File: config.mk
export PLATFORM = sky130hd
export DESIGN_NAME = fwd_hazard_unit_flat
export DESIGN_NICKNAME = d
export VERILOG_FILES = /design/src/rtl/fwd_hazard_unit_if.sv /design/src/rtl/fwd_hazard_unit.sv /design/src/flat_wrapper.sv
export SDC_FILE = /design/constraint.sdc
export NUM_CORES = 1
export LEC_CHECK = 0
export ABC_AREA = 1
export CAP_MARGIN = 20
export CORE_MARGIN = 2
export CORE_UTILIZATION = 50
export CTS_CLUSTER_DIAMETER = 30
export DETAILED_ROUTE_END_ITERATION = 12
export GPL_ROUTABILITY_DRIVEN = 0
export HOLD_SLACK_MARGIN = 0.08
export PLACE_DENSITY = 0.85
export SYNTH_ARGS = -nofsm -noshare
export SYNTH_HDL_FRONTEND = slang
export SYNTH_SLANG_ARGS = --single-unit
export TNS_END_PERCENT = 1
File: constraint.sdc
create_clock -name clk -period 2.6 [get_ports clk]
set_input_delay 0.52 -clock clk [delete_from_list [all_inputs] [get_ports clk]]
set_output_delay 0.52 -clock clk [all_outputs]
set_load 0.03 [all_outputs]
File: src/rtl/fwd_hazard_unit_if.sv
// Bundle between the pipeline control path and the forwarding/hazard unit.
// The write-through stage ports exist only when FWD_LATE_WB_EN is defined.
interface fwd_hazard_unit_if #(
    parameter int REG_AW = 5,
    parameter int STAT_W = 16
);
    logic              ex_mem_RegWrite;
    logic [REG_AW-1:0] ex_mem_RegisterRd;
    logic              mem_wb_RegWrite;
    logic [REG_AW-1:0] mem_wb_RegisterRd;
`ifdef FWD_LATE_WB_EN
    logic              wb_late_RegWrite;
    logic [REG_AW-1:0] wb_late_RegisterRd;
`endif
    logic [REG_AW-1:0] id_ex_RegisterRs;
    logic [REG_AW-1:0] id_ex_RegisterRt;
    logic              id_ex_MemRead;
    logic [REG_AW-1:0] if_id_RegisterRs;
    logic [REG_AW-1:0] if_id_RegisterRt;
    logic              ex_flush;
    logic [1:0]        ForwardA;
    logic [1:0]        ForwardB;
    logic              pc_write;
    logic              if_id_write;
    logic              id_ex_bubble;
    logic [STAT_W-1:0] stall_cycles;

    modport master (
`ifdef FWD_LATE_WB_EN
        output wb_late_RegWrite, wb_late_RegisterRd,
`endif
        output ex_mem_RegWrite, ex_mem_RegisterRd,
        output mem_wb_RegWrite, mem_wb_RegisterRd,
        output id_ex_RegisterRs, id_ex_RegisterRt, id_ex_MemRead,
        output if_id_RegisterRs, if_id_RegisterRt, ex_flush,
        input  ForwardA, ForwardB, pc_write, if_id_write,
        input  id_ex_bubble, stall_cycles
    );

    modport slave (
`ifdef FWD_LATE_WB_EN
        input  wb_late_RegWrite, wb_late_RegisterRd,
`endif
        input  ex_mem_RegWrite, ex_mem_RegisterRd,
        input  mem_wb_RegWrite, mem_wb_RegisterRd,
        input  id_ex_RegisterRs, id_ex_RegisterRt, id_ex_MemRead,
        input  if_id_RegisterRs, if_id_RegisterRt, ex_flush,
        output ForwardA, ForwardB, pc_write, if_id_write,
        output id_ex_bubble, stall_cycles
    );
endinterface

File: src/rtl/fwd_hazard_unit.sv
// EX operand forwarding selects plus a load-use stall controller with a
// saturating stall counter. Define FWD_LATE_WB_EN to add the select-11 source.
module fwd_hazard_unit #(
    parameter int REG_AW   = 5,
    parameter int LOAD_LAT = 1,
    parameter int STAT_W   = 16
) (
    input  logic              clk,
    input  logic              reset,
    fwd_hazard_unit_if.slave  bus
);

    typedef enum logic {RUN, STALL} state_t;

    state_t            state_q, state_d;
    logic [3:0]        cnt_q, cnt_d;
    logic [STAT_W-1:0] stallCnt_q, stallCnt_d;
    logic              hazard;
    logic              stall;

    logic exHitA, exHitB, wbHitA, wbHitB, lateHitA, lateHitB;

    // Each producer matches only a nonzero destination that is being written.
    always_comb begin
        exHitA = bus.ex_mem_RegWrite && (bus.ex_mem_RegisterRd != '0)
                 && (bus.ex_mem_RegisterRd == bus.id_ex_RegisterRs);
        exHitB = bus.ex_mem_RegWrite && (bus.ex_mem_RegisterRd != '0)
                 && (bus.ex_mem_RegisterRd == bus.id_ex_RegisterRt);
        wbHitA = bus.mem_wb_RegWrite && (bus.mem_wb_RegisterRd != '0)
                 && (bus.mem_wb_RegisterRd == bus.id_ex_RegisterRs);
        wbHitB = bus.mem_wb_RegWrite && (bus.mem_wb_RegisterRd != '0)
                 && (bus.mem_wb_RegisterRd == bus.id_ex_RegisterRt);
`ifdef FWD_LATE_WB_EN
        lateHitA = bus.wb_late_RegWrite && (bus.wb_late_RegisterRd != '0)
                   && (bus.wb_late_RegisterRd == bus.id_ex_RegisterRs);
        lateHitB = bus.wb_late_RegWrite && (bus.wb_late_RegisterRd != '0)
                   && (bus.wb_late_RegisterRd == bus.id_ex_RegisterRt);
`else
        lateHitA = 1'b0;
        lateHitB = 1'b0;
`endif
    end

    always_comb begin
        bus.ForwardA = 2'b00;
        if (exHitA)        bus.ForwardA = 2'b01;
        else if (wbHitA)   bus.ForwardA = 2'b10;
        else if (lateHitA) bus.ForwardA = 2'b11;

        bus.ForwardB = 2'b00;
        if (exHitB)        bus.ForwardB = 2'b01;
        else if (wbHitB)   bus.ForwardB = 2'b10;
        else if (lateHitB) bus.ForwardB = 2'b11;
    end

    assign hazard = bus.id_ex_MemRead && (bus.id_ex_RegisterRt != '0)
                    && ((bus.id_ex_RegisterRt == bus.if_id_RegisterRs)
                        || (bus.id_ex_RegisterRt == bus.if_id_RegisterRt));

    // The hazard cycle itself is the first stall cycle, so STALL covers the
    // remaining LOAD_LAT-1 cycles; flush and reset abort it outright.
    always_comb begin
        state_d = state_q;
        cnt_d   = cnt_q;
        stall   = 1'b0;
        if (bus.ex_flush) begin
            state_d = RUN;
            cnt_d   = 4'd0;
        end else begin
            case (state_q)
                RUN: begin
                    if (hazard) begin
                        stall = 1'b1;
                        if (LOAD_LAT > 1) begin
                            state_d = STALL;
                            cnt_d   = 4'(LOAD_LAT - 1);
                        end
                    end
                end
                STALL: begin
                    stall = 1'b1;
                    if (cnt_q == 4'd1) begin
                        state_d = RUN;
                        cnt_d   = 4'd0;
                    end else begin
                        cnt_d = cnt_q - 4'd1;
                    end
                end
                default: begin
                    state_d = RUN;
                    cnt_d   = 4'd0;
                end
            endcase
        end
        if (reset) stall = 1'b0;
    end

    always_comb begin
        stallCnt_d = stallCnt_q;
        if (stall && (stallCnt_q != {STAT_W{1'b1}})) stallCnt_d = stallCnt_q + 1'b1;
    end

    always_ff @(posedge clk) begin
        if (reset) begin
            state_q    <= RUN;
            cnt_q      <= 4'd0;
            stallCnt_q <= '0;
        end else begin
            state_q    <= state_d;
            cnt_q      <= cnt_d;
            stallCnt_q <= stallCnt_d;
        end
    end

    assign bus.pc_write     = !stall;
    assign bus.if_id_write  = !stall;
    assign bus.id_ex_bubble = stall;
    assign bus.stall_cycles = stallCnt_q;

endmodule

File: src/flat_wrapper.sv
// flat-port wrapper written by rule: the top's interface ports become plain ports
module fwd_hazard_unit_flat 
#(
    parameter int REG_AW   = 5,
    parameter int LOAD_LAT = 1,
    parameter int STAT_W   = 16
)
  (clk, reset, bus_ex_mem_RegWrite, bus_ex_mem_RegisterRd, bus_mem_wb_RegWrite, bus_mem_wb_RegisterRd, bus_id_ex_RegisterRs, bus_id_ex_RegisterRt, bus_id_ex_MemRead, bus_if_id_RegisterRs, bus_if_id_RegisterRt, bus_ex_flush, bus_ForwardA, bus_ForwardB, bus_pc_write, bus_if_id_write, bus_id_ex_bubble, bus_stall_cycles);
  fwd_hazard_unit_if #(.REG_AW(REG_AW), .STAT_W(STAT_W)) bus_i ();
  input  logic clk;
  input  logic reset;
  input wire logic [$bits(bus_i.ex_mem_RegWrite)-1:0] bus_ex_mem_RegWrite;
  input wire logic [$bits(bus_i.ex_mem_RegisterRd)-1:0] bus_ex_mem_RegisterRd;
  input wire logic [$bits(bus_i.mem_wb_RegWrite)-1:0] bus_mem_wb_RegWrite;
  input wire logic [$bits(bus_i.mem_wb_RegisterRd)-1:0] bus_mem_wb_RegisterRd;
  input wire logic [$bits(bus_i.id_ex_RegisterRs)-1:0] bus_id_ex_RegisterRs;
  input wire logic [$bits(bus_i.id_ex_RegisterRt)-1:0] bus_id_ex_RegisterRt;
  input wire logic [$bits(bus_i.id_ex_MemRead)-1:0] bus_id_ex_MemRead;
  input wire logic [$bits(bus_i.if_id_RegisterRs)-1:0] bus_if_id_RegisterRs;
  input wire logic [$bits(bus_i.if_id_RegisterRt)-1:0] bus_if_id_RegisterRt;
  input wire logic [$bits(bus_i.ex_flush)-1:0] bus_ex_flush;
  output wire logic [$bits(bus_i.ForwardA)-1:0] bus_ForwardA;
  output wire logic [$bits(bus_i.ForwardB)-1:0] bus_ForwardB;
  output wire logic [$bits(bus_i.pc_write)-1:0] bus_pc_write;
  output wire logic [$bits(bus_i.if_id_write)-1:0] bus_if_id_write;
  output wire logic [$bits(bus_i.id_ex_bubble)-1:0] bus_id_ex_bubble;
  output wire logic [$bits(bus_i.stall_cycles)-1:0] bus_stall_cycles;
  assign bus_i.ex_mem_RegWrite = bus_ex_mem_RegWrite;
  assign bus_i.ex_mem_RegisterRd = bus_ex_mem_RegisterRd;
  assign bus_i.mem_wb_RegWrite = bus_mem_wb_RegWrite;
  assign bus_i.mem_wb_RegisterRd = bus_mem_wb_RegisterRd;
  assign bus_i.id_ex_RegisterRs = bus_id_ex_RegisterRs;
  assign bus_i.id_ex_RegisterRt = bus_id_ex_RegisterRt;
  assign bus_i.id_ex_MemRead = bus_id_ex_MemRead;
  assign bus_i.if_id_RegisterRs = bus_if_id_RegisterRs;
  assign bus_i.if_id_RegisterRt = bus_if_id_RegisterRt;
  assign bus_i.ex_flush = bus_ex_flush;
  assign bus_ForwardA = bus_i.ForwardA;
  assign bus_ForwardB = bus_i.ForwardB;
  assign bus_pc_write = bus_i.pc_write;
  assign bus_if_id_write = bus_i.if_id_write;
  assign bus_id_ex_bubble = bus_i.id_ex_bubble;
  assign bus_stall_cycles = bus_i.stall_cycles;
  fwd_hazard_unit #(.REG_AW(REG_AW), .LOAD_LAT(LOAD_LAT), .STAT_W(STAT_W)) u_core (.clk(clk), .reset(reset), .bus(bus_i));
endmodule
==> out/metrics.yaml <==
grt_overflow_total: 0
drc_errors: 0
tightest_slew_ns: 0.353
arrival_ns: 2.01
vdd_drop_max_uv: 243
wl_per_cell_um: 12.4
cts_hold_buffers: 0
routed_wl_um: 4560
cts-buffers-inserted: 3
nets: 362
antenna_left: 0
dpl_worst_slack_ns: -0.386
coreArea_sq_um: 3360
grt_pass1_wl_um: 7610
cp-start-kind: "input pin"
synthTopCellsByArea: "dfxtp_1, nand2_1, xnor2_1"
min_period_ns: 2.53
status: "finished, final reports clean"
power.density_nw_per_um2: 262
max-clock-path-buffers: 2
gr-usage-all-layers: 0.231
finalHoldViolations: 0
io_pins: 59
n_antenna_cell: 0
p_leak_nw: 1.01
cts.sinks: 21
avgSynthCellArea_sq_um: 6.85
rows: 21
detail_route.first_pass.iterations: 4
fin_util: 0.729
clk_latency_ns: 0.30
power_frac_clock: 0.244
syn-num-nets: 298
start_util: 0.527
clock.fmax_ghz: 0.395
switching_share: 0.261
dp_cells: 364
power_frac_seq: 0.502
maxSlewHeadroom: 0.764
max_cap_viol_count: 0
final_layout_size_suffix_gt1_frac: 0.149
p_int_w: 0.000474
vias_per_cell: 4.96
synth_seq_cells: 21
setup_viol: 0
die_h_um: 63.5
post-dp-hpwl_um: 3590
fin_cells: 368
slew_viol_final: 0
hold_class: "register to register"
setup_ws_ns: 0.0652
cts-htree-levels: 1
ys_types: 28
grt_max_degree: 19
io_buffers: 58
dieArea_sq_um: 4040
antenna_found_initial: 0
path_max_fanout: 3
vias: 1825
cp.required_ns: 2.08
yosys_warnings: 0
p_sw_w: 0.000168
fin_crit_sh: 0.975
area_growth_pct: 38.2
hold_slack_ns: 0.513
cts_tree: "yes"
clk_pin_slew_worst_paths_ns: 0.12
clock_tree.root_cell: "clkbuf_4"
rsz0062_at_grt: "yes"
worst-setup-path-type: "input pin to output pin"
syn_inst: 259
synthesis.area_sq_um: 1770
combPwrFrac: 0.254
drt_iter0_drc: 61
synth_top_cell_by_area: "dfxtp_1"
post-synth-top-area-fraction: 0.237
grt_pass1_vias: 1666
worst_clock_skew_ns: 0.0102
yosysSeqAreaShare: 0.237
die_width_um: 63.5
worstSetupEndpointType: "output pin"
-- path summary, 6_finish.rpt --
kind | from | to | slack (ns) | cells past startpoint
max | bus_ex_mem_RegisterRd[1] | bus_ForwardB[1] | 0.07 | 7
min | u_core.bus.stall_cycles[1] | u_core.bus.stall_cycles[1] | 0.51 | 2
max reg2reg | u_core.bus.stall_cycles[0] | u_core.bus.stall_cycles[11] | 0.64 | 7
min reg2reg | u_core.bus.stall_cycles[1] | u_core.bus.stall_cycles[1] | 0.51 | 2
-- critical path: stages --
cell             delay (ns)
clkdlybuf4s50_1        0.45
or2_2                  0.32
o41ai_4                0.25
buf_4                  0.17
nor3_1                 0.05
nor2_1                 0.10
buf_4                  0.16
-- cell usage after synthesis, drive strengths merged --
library cell and instances:
nor3 13, a21oi 19, dfxtp 21, buf 11, nand4 6, o21ai 1
nand3b 1, nor2 23, xor2 18, nand3 29, clkbuf 2, inv 31
o41ai 2, ha 3, xnor2 18, or2 2, nand2 59
-- cells by family after synthesis --
| family | after synthesis | share of synthesized area |
|---|---|---|
| and+or+nand+nor | 133 | 0.363 |
| DFF | 21 | 0.237 |
| adders and majority gates | 3 | 0.0212 |
| buffers and inverters | 44 | 0.124 |
| AOI/OAI and AO/OA | 22 | 0.0769 |
| xor gates and xnor gates | 36 | 0.178 |
-- final cells by class --
class,instances,area [sq um]
tap,46,57.6
clock buffer,4,26.3
sequential,21,420
inverter,31,116
timing repair buffer,72,678
fill,285,912
multi-input combinational,194,1150
-- power groups by stage --
stage | Clock [W] | Combinational [W] | Sequential (W)
after floorplan | 0 | 0.0000717 | 0.000330
after global routing | 0.000171 | 0.000178 | 0.000322
after CTS | 0.000160 | 0.000162 | 0.000322
after detailed placement | 0 | 0.000160 | 0.000329
final | 0.000157 | 0.000163 | 0.000322
after global placement | 0 | 0.000156 | 0.000329
-- per-stage QoR --
stage / area (sq um) / power [W] / TNS, ns
after detailed placement: 2400 / 0.000489 / -0.585
after floorplan: 1770 / 0.000401 / 0
after global placement: 2400 / 0.000485 / -0.297
final: 2450 / 0.000642 / 0
after CTS: 2430 / 0.000644 / 0
after global routing: 2450 / 0.000672 / -0.00413
-- flip-flops by register name (all words and copies together) (netlist names) --
name	cells
u_core.cnt_q	4
u_core.bus.stall_cycles	16
u_core.state_q	1
-- layer usage --
layer | share of wire | wire [um] | vias to the layer above | track usage
li1 | - | - | 954 | -
met1 | 0.48 | 2210 | 817 | 0.321
met2 | 0.46 | 2090 | 48 | 0.380
met3 | 0.045 | 205 | 6 | 0.0304
met4 | 0.011 | 52 | 0 | 0.0489
met5 | 0 | 0 | - | 0
-- layout by cell type, fill, tap and decap left out, drive strengths merged --
cell type      instances
xor2                  18
clkbuf                 5
o21ai                  1
dfxtp                 21
or2                    2
o41ai                  2
inv                   31
ha                     3
clkdlybuf4s50         46
nand3                 29
buf                   20
nor2                  23
nand2                 59
xnor2                 18
nor3                  13
nand4                  6
dlymetal6s2s           5
a21oi                 19
nand3b                 1
-- timing repair --
item,4_1_cts,5_1_grt
setup buffers,0,0
setup endpoints to repair,4,5
gates resized for setup,4,7
Note: power is estimated with default switching activity, not from simulation.
